`src/rtl/dsdmnist_acc_requant_pkg.sv`:
```
// Shared widths, types and the stage-1 pipeline record for the requantizer.
package dsdmnist_pkg;
   localparam int ACCW  = 32;
   localparam int BIASW = 16;
   localparam int SHW   = 5;
   localparam int OUTW  = 8;
   // Two guard bits: room for the bias add and the rounding increment
   localparam int SUMW  = ACCW + 2;

   typedef logic signed [ACCW-1:0] acc_t;
   typedef logic signed [OUTW-1:0] q8_t;
   typedef logic        [SHW-1:0]  shamt_t;
   typedef logic signed [SUMW-1:0] sum_t;

   typedef struct packed {
      logic   valid;
      sum_t   data;
      shamt_t shift;
      logic   relu;
   } rq_stage_t;
endpackage

```
`src/rtl/dsdmnist_acc_requant_round_sat.sv`:
```
// Combinational helpers: rounding arithmetic right shift, and ReLU + int8 saturation.
module dsdmnist_round_sat
   import dsdmnist_pkg::*;
(
   input  sum_t   sum_i,
   input  shamt_t shift_i,
   output sum_t   rnd_o,
   input  sum_t   r_i,
   input  logic   relu_i,
   output q8_t    q_o,
   output logic   sat_o
);
   localparam sum_t QMAX   = sum_t'((2 ** (OUTW - 1)) - 1);
   localparam sum_t QMIN   = -QMAX - sum_t'(1);
   localparam q8_t  Q8_MAX = q8_t'((2 ** (OUTW - 1)) - 1);
   localparam q8_t  Q8_MIN = ~Q8_MAX;

   sum_t half;

   // Round half up: add 2^(shift-1) before the arithmetic shift; shift 0 adds nothing
   always_comb begin
      half = '0;
      if (shift_i != '0) half = sum_t'(1) << (shift_i - shamt_t'(1));
      rnd_o = (sum_i + half) >>> shift_i;
   end

   // ReLU takes priority and never counts as a saturation event
   always_comb begin
      q_o   = r_i[OUTW-1:0];
      sat_o = 1'b0;
      if (relu_i && r_i[SUMW-1]) begin
         q_o = '0;
      end else if (r_i > QMAX) begin
         q_o   = Q8_MAX;
         sat_o = 1'b1;
      end else if (r_i < QMIN) begin
         q_o   = Q8_MIN;
         sat_o = 1'b1;
      end
   end
endmodule

```
`src/rtl/dsdmnist_acc_requant.sv`:
```
// Accumulator requantizer: bias add -> rounding shift -> ReLU/saturate, 3 stages,
// one global enable so a stalled output freezes the whole pipe (bubbles kept).
module dsdmnist_acc_requant
   import dsdmnist_pkg::*;
(
   input  logic                   i_CLK,
   input  logic                   i_RST,
   input  logic signed [ACCW-1:0] i_ACC,
   input  logic signed [BIASW-1:0] i_BIAS,
   input  logic [SHW-1:0]         i_SHIFT,
   input  logic                   i_RELU,
   input  logic                   i_ACC_VALID,
   output logic                   o_ACC_READY,
   output logic signed [OUTW-1:0] o_DATA,
   output logic                   o_VALID,
   input  logic                   i_READY,
   output logic                   o_SAT,
   input  logic                   i_SAT_CLR
);
   rq_stage_t s1_q, s1_d;
   logic      s2_vld_q;
   sum_t      s2_r_q;
   logic      s2_relu_q;
   logic      out_vld_q;
   q8_t       out_q;
   logic      sat_q, sat_d;
   sum_t      rnd;
   q8_t       q;
   logic      sat;
   logic      en;

   // Only a held, unaccepted output blocks progress
   assign en          = !(out_vld_q && !i_READY);
   assign o_ACC_READY = en;
   assign o_VALID     = out_vld_q;
   assign o_DATA      = out_q;
   assign o_SAT       = sat_q;

   dsdmnist_round_sat u_rs (
      .sum_i   (s1_q.data),
      .shift_i (s1_q.shift),
      .rnd_o   (rnd),
      .r_i     (s2_r_q),
      .relu_i  (s2_relu_q),
      .q_o     (q),
      .sat_o   (sat)
   );

   // Stage-1 capture: sign-extended bias add plus per-item controls
   always_comb begin
      s1_d       = '0;
      s1_d.valid = i_ACC_VALID;
      s1_d.data  = sum_t'(i_ACC) + sum_t'(i_BIAS);
      s1_d.shift = i_SHIFT;
      s1_d.relu  = i_RELU;
   end

   // Sticky saturation: a saturating load into the output stage beats a clear
   always_comb begin
      sat_d = sat_q;
      if (i_SAT_CLR) sat_d = 1'b0;
      if (en && s2_vld_q && sat) sat_d = 1'b1;
   end

   // Pipeline registers, all advancing together on en
   always_ff @(posedge i_CLK or posedge i_RST) begin
      if (i_RST) begin
         s1_q      <= '0;
         s2_vld_q  <= 1'b0;
         s2_r_q    <= '0;
         s2_relu_q <= 1'b0;
         out_vld_q <= 1'b0;
         out_q     <= '0;
      end else if (en) begin
         s1_q      <= s1_d;
         s2_vld_q  <= s1_q.valid;
         s2_r_q    <= rnd;
         s2_relu_q <= s1_q.relu;
         out_vld_q <= s2_vld_q;
         if (s2_vld_q) out_q <= q;
      end
   end

   // Saturation flag register
   always_ff @(posedge i_CLK or posedge i_RST) begin
      if (i_RST) sat_q <= 1'b0;
      else       sat_q <= sat_d;
   end
endmodule

```
`config.mk`:
```
export PLATFORM = sky130hd
export DESIGN_NAME = dsdmnist_acc_requant
export DESIGN_NICKNAME = d
export VERILOG_FILES = /design/src/rtl/dsdmnist_acc_requant_pkg.sv /design/src/rtl/dsdmnist_acc_requant_round_sat.sv /design/src/rtl/dsdmnist_acc_requant.sv
export SDC_FILE = /design/constraint.sdc
export NUM_CORES = 1
export LEC_CHECK = 0
export CAP_MARGIN = 20
export CORE_UTILIZATION = 30
export DETAILED_ROUTE_END_ITERATION = 8
export GPL_TIMING_DRIVEN = 0
export HOLD_SLACK_MARGIN = 0.03
export SYNTH_ARGS = -nofsm -noshare
export SYNTH_HDL_FRONTEND = slang
export SYNTH_SLANG_ARGS = --single-unit
```
`constraint.sdc`:
```
create_clock -name i_CLK -period 13.51 [get_ports i_CLK]
set_clock_uncertainty 0.2 [all_clocks]
set_input_delay 2.702 -clock i_CLK [delete_from_list [all_inputs] [get_ports i_CLK]]
set_output_delay 2.702 -clock i_CLK [all_outputs]
set_load 0.01 [all_outputs]
```
Word-level counts from Yosys, hierarchy flattened --
Index checks and enable logic that the tools add are counted.
Word-level totals: register bits after elaboration 87, output and inout port bits 11, word-level logic and storage cells 36
Cells by class: add/sub/neg operators 3, magnitude comparators 2, shift operators 2, multiplexer cells 9, bitwise gates (word level) 1, reduce and logical (&&, ||, !) cells 9
Operators by type and width (number):
- adder 34 bit | 1
- > comparator 34 x 8 -> 1 bit (second input constant) | 1
- < comparator 34 x 8 -> 1 bit (second input constant) | 1
- 2-to-1 mux 34 bit | 1
- << shifter 1 x 5 -> 34 bit (first input constant) | 1
- >>> shifter 34 x 5 -> 34 bit | 1
- adder 32 x 16 -> 33 bit | 1
- 2-to-1 mux 8 bit | 3
- 2-to-1 mux 1 bit | 5
- nonzero test 5 bit | 1
- subtractor 5 x 1 -> 5 bit (second input constant) | 1
- logical AND 1 bit | 4
- logical NOT 1 bit | 2
- AND reduction 2 bit | 1
- nonzero test 2 bit | 1
- inverter 1 bit | 1

Logic depth before layout (Yosys ltp) --
Gate-level depths: netlist (run 1).
word-level depth 6, gate-level depth with buffers 18, mapped depth without buffers 15

Cells and area by module --
Synthesis (run 1) repeated with hierarchy kept, for this count alone.
Unflattened totals: cells, all modules 1252, area total of the unflattened synthesis 9556.7 sq um
Modules (own cells, without submodules):
- dsdmnist_acc_requant | times used 1, cells each 566, area each 4951.0 sq um
- dsdmnist_round_sat | times used 1, cells each 686, area each 4605.7 sq um

Worst setup path after synthesis (run 1) --
No wires, ideal clock.
path type input-to-output, from input i_READY, to output o_ACC_READY, arrival time 3.541 ns, slack 7.067 ns, stages on the path 5, path through nor2b_1 -> clkbuf_1 -> clkinv_1 -> clkbuf_1 -> clkbuf_1
On the way: longest elaborated chain between the ends 3
RTL lines:
- start: declaration | line dsdmnist_acc_requant.sv:16 | input logic i_READY,
- logical NOT 1 bit | line dsdmnist_acc_requant.sv:33 | assign en = !(out_vld_q && !i_READY);
- logical AND 1 bit | line dsdmnist_acc_requant.sv:33
- logical NOT 1 bit | line dsdmnist_acc_requant.sv:33
- end: declaration | line dsdmnist_acc_requant.sv:13 | output logic o_ACC_READY,
No other way between the ends.

Final worst setup path (run 1) --
Ends and elaborated chain as after synthesis.

==> impl_metrics.toml, run 1 <==
[outcome]
status = "completed"

[cells_and_area]
nFillCells = 3351
drive_above_1_share = 0.0622
nNetsFinal = 1487
antenna_cells = 0
stdcell_area_sq_um = 11200
syn2layout_area_growth_pct = 15.8

[synthesis]
synth-seq-cells = 86
yosys.cell_count.top_type = "nor2_1"
synth_top_family_by_area = "compound AO/OA/AOI/OAI gates"
ys_top_cells_by_count = "nor2_1 (160), nand2_1 (157), o21ai_0 (103)"
synth-edff-count = 0
synthTopCellsByArea = "dfrtp_1 (22%), ha_1 (8.3%), nor2_1 (6.2%), nand2_1 (6.1%), o21ai_0 (5.3%)"
synth_warnings = 0
syn_avg_cell_area_sq_um = 7.56
synth_ff_type = "dfrtp_1"
yosysTopAreaCell = "dfrtp_1"
yosysUniqueCellTypes = 97
yosys.area_share.xor_xnor = 0.0433
synth_nets = 1406
synth-adder-area-share = 0.0868
synth-simple-area-share = 0.224
syn_inst = 1281
synth_compound_area_frac = 0.335
synthMuxAreaShare = 0.0462
synth.top_cell.area_share = 0.222
syn_area_sq_um = 9690
yosysSeqAreaShare = 0.222
synth-async-reset-ratio = 1.00

[cts]
cts_tree = "yes"
postCtsSetupRepairBufs = 0
worstSkewPairLatency_ps = 380
postCtsHoldBufs = 0
clkSlewWorstSetupHoldPaths_ps = 80
cts-root-buf = "clkbuf_16"
cts_resized = 0
cts-htree-levels = 3
numCtsBuffers = 9
ctsLongestPathBuffers = 2
clkSinkCount = 86

[route]
via_per_inst = 5.99
wl_mm = 38.0
first_iter_violations = 990
vias = 10595
drt_first_pass_iters = 6
antenna_left = 0
wire_per_inst_um = 21.5
drc_errors = 0

[grt]
grt_pass1_vias = 10137
antenna_found_initial = 1
grt_max_degree = 48
busiest_layer = "met2"
grt_use_met3 = 0.0367
track_usage = 0.233
grt_pass1_wl_mm = 59.7
grtUsageMet2 = 0.370
grt_overflow_total = 0
grt_util_met1 = 0.316

[sta]
worst_pin_slew_ps = 1020
setup_ws_ps = 5340
period_share = 0.605
relSlewSlack = 0.317
post-route-min-period_ps = 8170
finalSetupTns_ps = 0
rsz0062_at_grt = "false"
setup_viol = 0
hold_viol_final = 0
maxSlewViolCount = 0
max_freq_mhz = 122

[worst_setup_path]
crit_type = "input pin to primary output"
start_kind = "input pin"
timing.rr.start = "s1_q[2]"
critPathMostFrequentCell = "clkbuf_1"
startpoint = "i_READY"
cpMaxStageDelayCell = "clkdlybuf4s50_1"
cp-end-kind = "primary output"
crit_chain = "clkdlybuf4s50_1 -> nor2b_1 -> clkbuf_1 -> clkinv_1 -> clkbuf_1 -> clkbuf_1 -> clkdlybuf4s50_1"
cp_data_arrival_time_ps = 5270
crit_fanout = 10
max_stage_delay_ps = 690
worstPathRequired_ps = 10610

[placement]
port_buffers = 69
hpwl_mm = 30.1
gp_congestion = 1.01
place_area_sq_um = 10900
dp_slack_ps = 5370

[job]
cap_violations = 0

[floorplan]
row_count = 65
die_w_um = 182
die_h_um = 182
die_area_sq_um = 33000
design.core.area_sq_um = 31600
start_util = 0.306
io_pins = 70

[min_path]
hold_path.class = "register to register"
worstHoldStart = "s1_q[0]"

[power]
ir_drop_mv = 0.0769
p_leak_nw = 4.55
powerDensity_nw_per_um2 = 181
-- metrics by stage --
stage           util  total power [mW]  cells  hold slack [ps]
2_1_floorplan      -              1.30   1281              239
3_3_place_gp   0.344              1.73   1752              258
3_5_place_dp   0.345              1.73   1753              261
4_1_cts        0.354              2.00   1769              281
5_1_grt        0.354              2.17   1769              306
6_report       0.354              2.03   1769              276
-- cell usage in the layout, fill, tap and decap left out, drive strengths merged, types with 11 or more instances in the layout --
| cell | n |
|---|---|
| a211oi | 34 |
| dfrtp | 86 |
| nand4 | 21 |
| mux2i | 20 |
| nand2b | 14 |
| or3 | 18 |
| xnor2 | 30 |
| ha | 64 |
| nand3 | 20 |
| a31oi | 13 |
| o22ai | 13 |
| nor3 | 24 |
| buf | 23 |
| and2 | 12 |
| clkdlybuf4s50 | 69 |
| a21oi | 106 |
| a21o | 28 |
| clkbuf | 57 |
| o21ai | 117 |
| o21a | 11 |
| nand2 | 159 |
| nor2 | 161 |
| o211ai | 23 |
| xor2 | 17 |
| nor4 | 11 |
| inv | 31 |
-- critical path: cells and delay by family --
kind	cells	cell delay, ps
and+or+nand+nor	1	40
buffers and inverters	6	2520
-- per-layer routing --
| metal | vias up | part of all wire |
|---|---|---|
| li1 | 4980 | - |
| met1 | 5094 | 0.45 |
| met2 | 445 | 0.44 |
| met3 | 74 | 0.072 |
| met4 | 2 | 0.037 |
| met5 | - | 0.00029 |
-- registers in the layout, indices dropped and copies added, names as in the netlist --
name and count:
s1_q 40, s2_r_q 34, o_DATA 8, o_SAT 1, o_VALID 1, s2_relu_q 1, s2_vld_q 1
-- area by class of cell --
class / instances / area (sq um) / share of cell area
multi-input cells: 1096 / 7120 / 0.635
flip-flops and latches: 86 / 2150 / 0.192
clock inverters: 7 / 77.6 / 0.00692
well taps: 402 / 503 / 0.0449
clock buffers: 9 / 225 / 0.0201
plain buffers: 70 / 300 / 0.0268
repair buffers: 70 / 718 / 0.0641
inverters: 29 / 111 / 0.00993
-- report_power, final --
| group | internal [mW] | total (mW) | leakage (nW) | switching (mW) |
|---|---|---|---|---|
| registers | 0.364 | 0.445 | 1.02 | 0.0807 |
| logic | 0.460 | 1.32 | 3.38 | 0.860 |
| clock network | 0.131 | 0.266 | 0.144 | 0.134 |
| total | 0.956 | 2.03 | 4.55 | 1.08 |
-- cell families after synthesis --
family	Yosys count
AND/OR/NAND/NOR	476
AO/OA/AOI/OAI	471
buffers and inverters	99
flip-flops	86
adder cells (fa/ha/maj)	66
XOR/XNOR	47
multiplexers	35
other	1
-- worst paths after layout --
kind | endpoint | slack (ps) | depth (start not counted)
setup / recovery | o_ACC_READY | 5340 | 7
hold / removal | s1_q[0] | 280 | 2
setup reg to reg | s2_r_q[19] | 6970 | 16
hold reg to reg | s1_q[0] | 280 | 2
max in group asynchronous | s2_r_q[1] | 9970 | 3
min in group asynchronous | s1_q[40] | 2520 | 2
Note: power is estimated with default switching activity, not from simulation.
==> run 2: changes to the inputs <==
Clock period 13.51 ns to 7.25 ns, I/O delays scaled along.
==> run 2 against run 1 <==
Critical path depth increased by 9. First-iteration DRC count shrank 9.7%. Sequential power increased by 86%. Clock power is 85% higher. Register-to-register slack worse by 6300 ps. Die area did not move. Combinational power up 86%. Via count is 0.46% higher. Non-clock buffer count stayed put. Sequential share of layout area unchanged.
==> impl_metrics.toml, run 2 (synthesized netlist as in run 1, its figures left out) <==
[min_path]
holdPathStages = 2
worstHoldStart = "s1_q[0]"
hold_path.class = "register to register"
hold_end = "s1_q[0]"

[route]
wl_mm = 37.9
via_per_inst = 6.02
wire_per_inst_um = 21.4
antenna_left = 0
drt_first_pass_iters = 5
drc_errors = 0
first_iter_violations = 894
vias = 10644

[floorplan]
start_util = 0.306
row_count = 65
die_area_sq_um = 33000
die_w_um = 182
die_h_um = 182
design.core.area_sq_um = 31600
io_pins = 70

[cts]
clkSinkCount = 86
ctsLongestPathBuffers = 2
cts_resized = 0
clkSlewWorstSetupHoldPaths_ps = 80
cts-htree-levels = 3
cts_tree = "yes"
postCtsHoldBufs = 0
worstSkewPairLatency_ps = 370
numCtsBuffers = 9
cts-root-buf = "clkbuf_16"
postCtsSetupRepairBufs = 0

[cells_and_area]
final_cell_mix = "nor2_1 (160), nand2_1 (157), o21ai_0 (103)"
nNetsFinal = 1487
largest_reg_flops = 40
syn2layout_area_growth_pct = 15.8
regMostFlops = "s1_q"
drive_above_1_share = 0.0622
final_util = 0.354
antenna_cells = 0
final_common_cell = "nor2_1"

[worst_setup_path]
crit_fanout = 10
max_stage_delay_ps = 880
timing.rr.end = "s2_r_q[19]"
cp-end-kind = "register"
crit_chain = "clkbuf_1 -> inv_2 -> nand2_1 -> clkbuf_1 -> nor2_1 -> ha_1 -> buf_2 -> nand2_1 -> o21ai_1 -> a211oi_1 -> nor3b_2 -> o21ai_1 -> nand2_1 -> o221ai_1 -> a2111oi_0 -> o21ai_0"
worstPathRequired_ps = 7280
path_buf_inv = 4
reg2reg_slack_ps = 660
crit_type = "register to register"
critPathMostFrequentCell = "nand2_1"
cp_data_arrival_time_ps = 6610
reg2reg_depth = 16
timing.rr.start = "s1_q[2]"
cpMaxStageDelayCell = "a2111oi_0"
path_delay_family = "compound AO/OA/AOI/OAI gates"
start_kind = "register"

[grt]
track_usage = 0.233
grt_overflow_total = 0
grt_pass1_vias = 10131
antenna_found_initial = 1
grt_max_degree = 48
grt_pass1_wl_mm = 59.6

[sta]
finalSetupTns_ps = 0
post-route-min-period_ps = 6590
setup_viol = 0
maxSlewViolCount = 0
hold_viol_final = 0
period_share = 0.909
rsz0062_at_grt = "false"
relSlewSlack = 0.307
max_freq_mhz = 152
worst_pin_slew_ps = 1040

[job]
cap_violations = 0

[power]
ir_drop_mv = 0.139
p_leak_nw = 4.55
powerDensity_nw_per_um2 = 337

[placement]
port_buffers = 69
gp_congestion = 1.01
hpwl_mm = 30.1

[outcome]
status = "completed"
[run 2: routing by layer]
metal	global-route usage	routed length, um
met1	0.316	16700
met2	0.370	16900
met3	0.0367	2870
met4	0.0912	1350
met5	0	11
[run 2: worst max-delay path by stage]
stage / start / depth (start not counted) / slack [ps] / to
floorplan: s1_q[2] / 16 / 2910 / s2_r_q[0]
global placement: s1_q[2] / 16 / 890 / s2_r_q[19]
detailed placement: s1_q[2] / 16 / 940 / s2_r_q[19]
CTS: s1_q[2] / 16 / 900 / s2_r_q[19]
global route: s1_q[2] / 16 / 460 / s2_r_q[19]
finish: s1_q[2] / 16 / 660 / s2_r_q[19]
[run 2: report_power, final]
group          total (mW)  switching [mW]  internal [mW]
clock network       0.491           0.247          0.244
logic                2.46            1.60          0.858
registers           0.829           0.150          0.679
[run 2: metrics by stage]
| stage | std cells | hold slack, ps | power, mW | worst slack [ps] | instance area, sq um |
|---|---|---|---|---|---|
| after floorplan | 1281 | 239 | 2.42 | 2910 | 9690 |
| after global placement | 1752 | 258 | 3.22 | 895 | 10900 |
| after detailed placement | 1753 | 261 | 3.23 | 937 | 10900 |
| after CTS | 1769 | 281 | 3.73 | 903 | 11200 |
| after global routing | 1769 | 306 | 4.04 | 456 | 11200 |
| final | 1769 | 275 | 3.78 | 662 | 11200 |
[run 2: worst min-delay path: cells and delay by family (launching register included)]
kind / cells / cell delay (ps)
flops: 1 / 350
simple gates: 2 / 100
[run 2: layout make-up]
cell class | count | area [sq um]
Buffer | 70 | 300
Clock buffer | 9 | 225
Clock inverter | 7 | 77.6
Fill cell | 3351 | 20400
Inverter | 29 | 111
Multi-Input combinational cell | 1096 | 7120
Sequential cell | 86 | 2150
Tap cell | 402 | 503
Timing Repair Buffer | 70 | 718
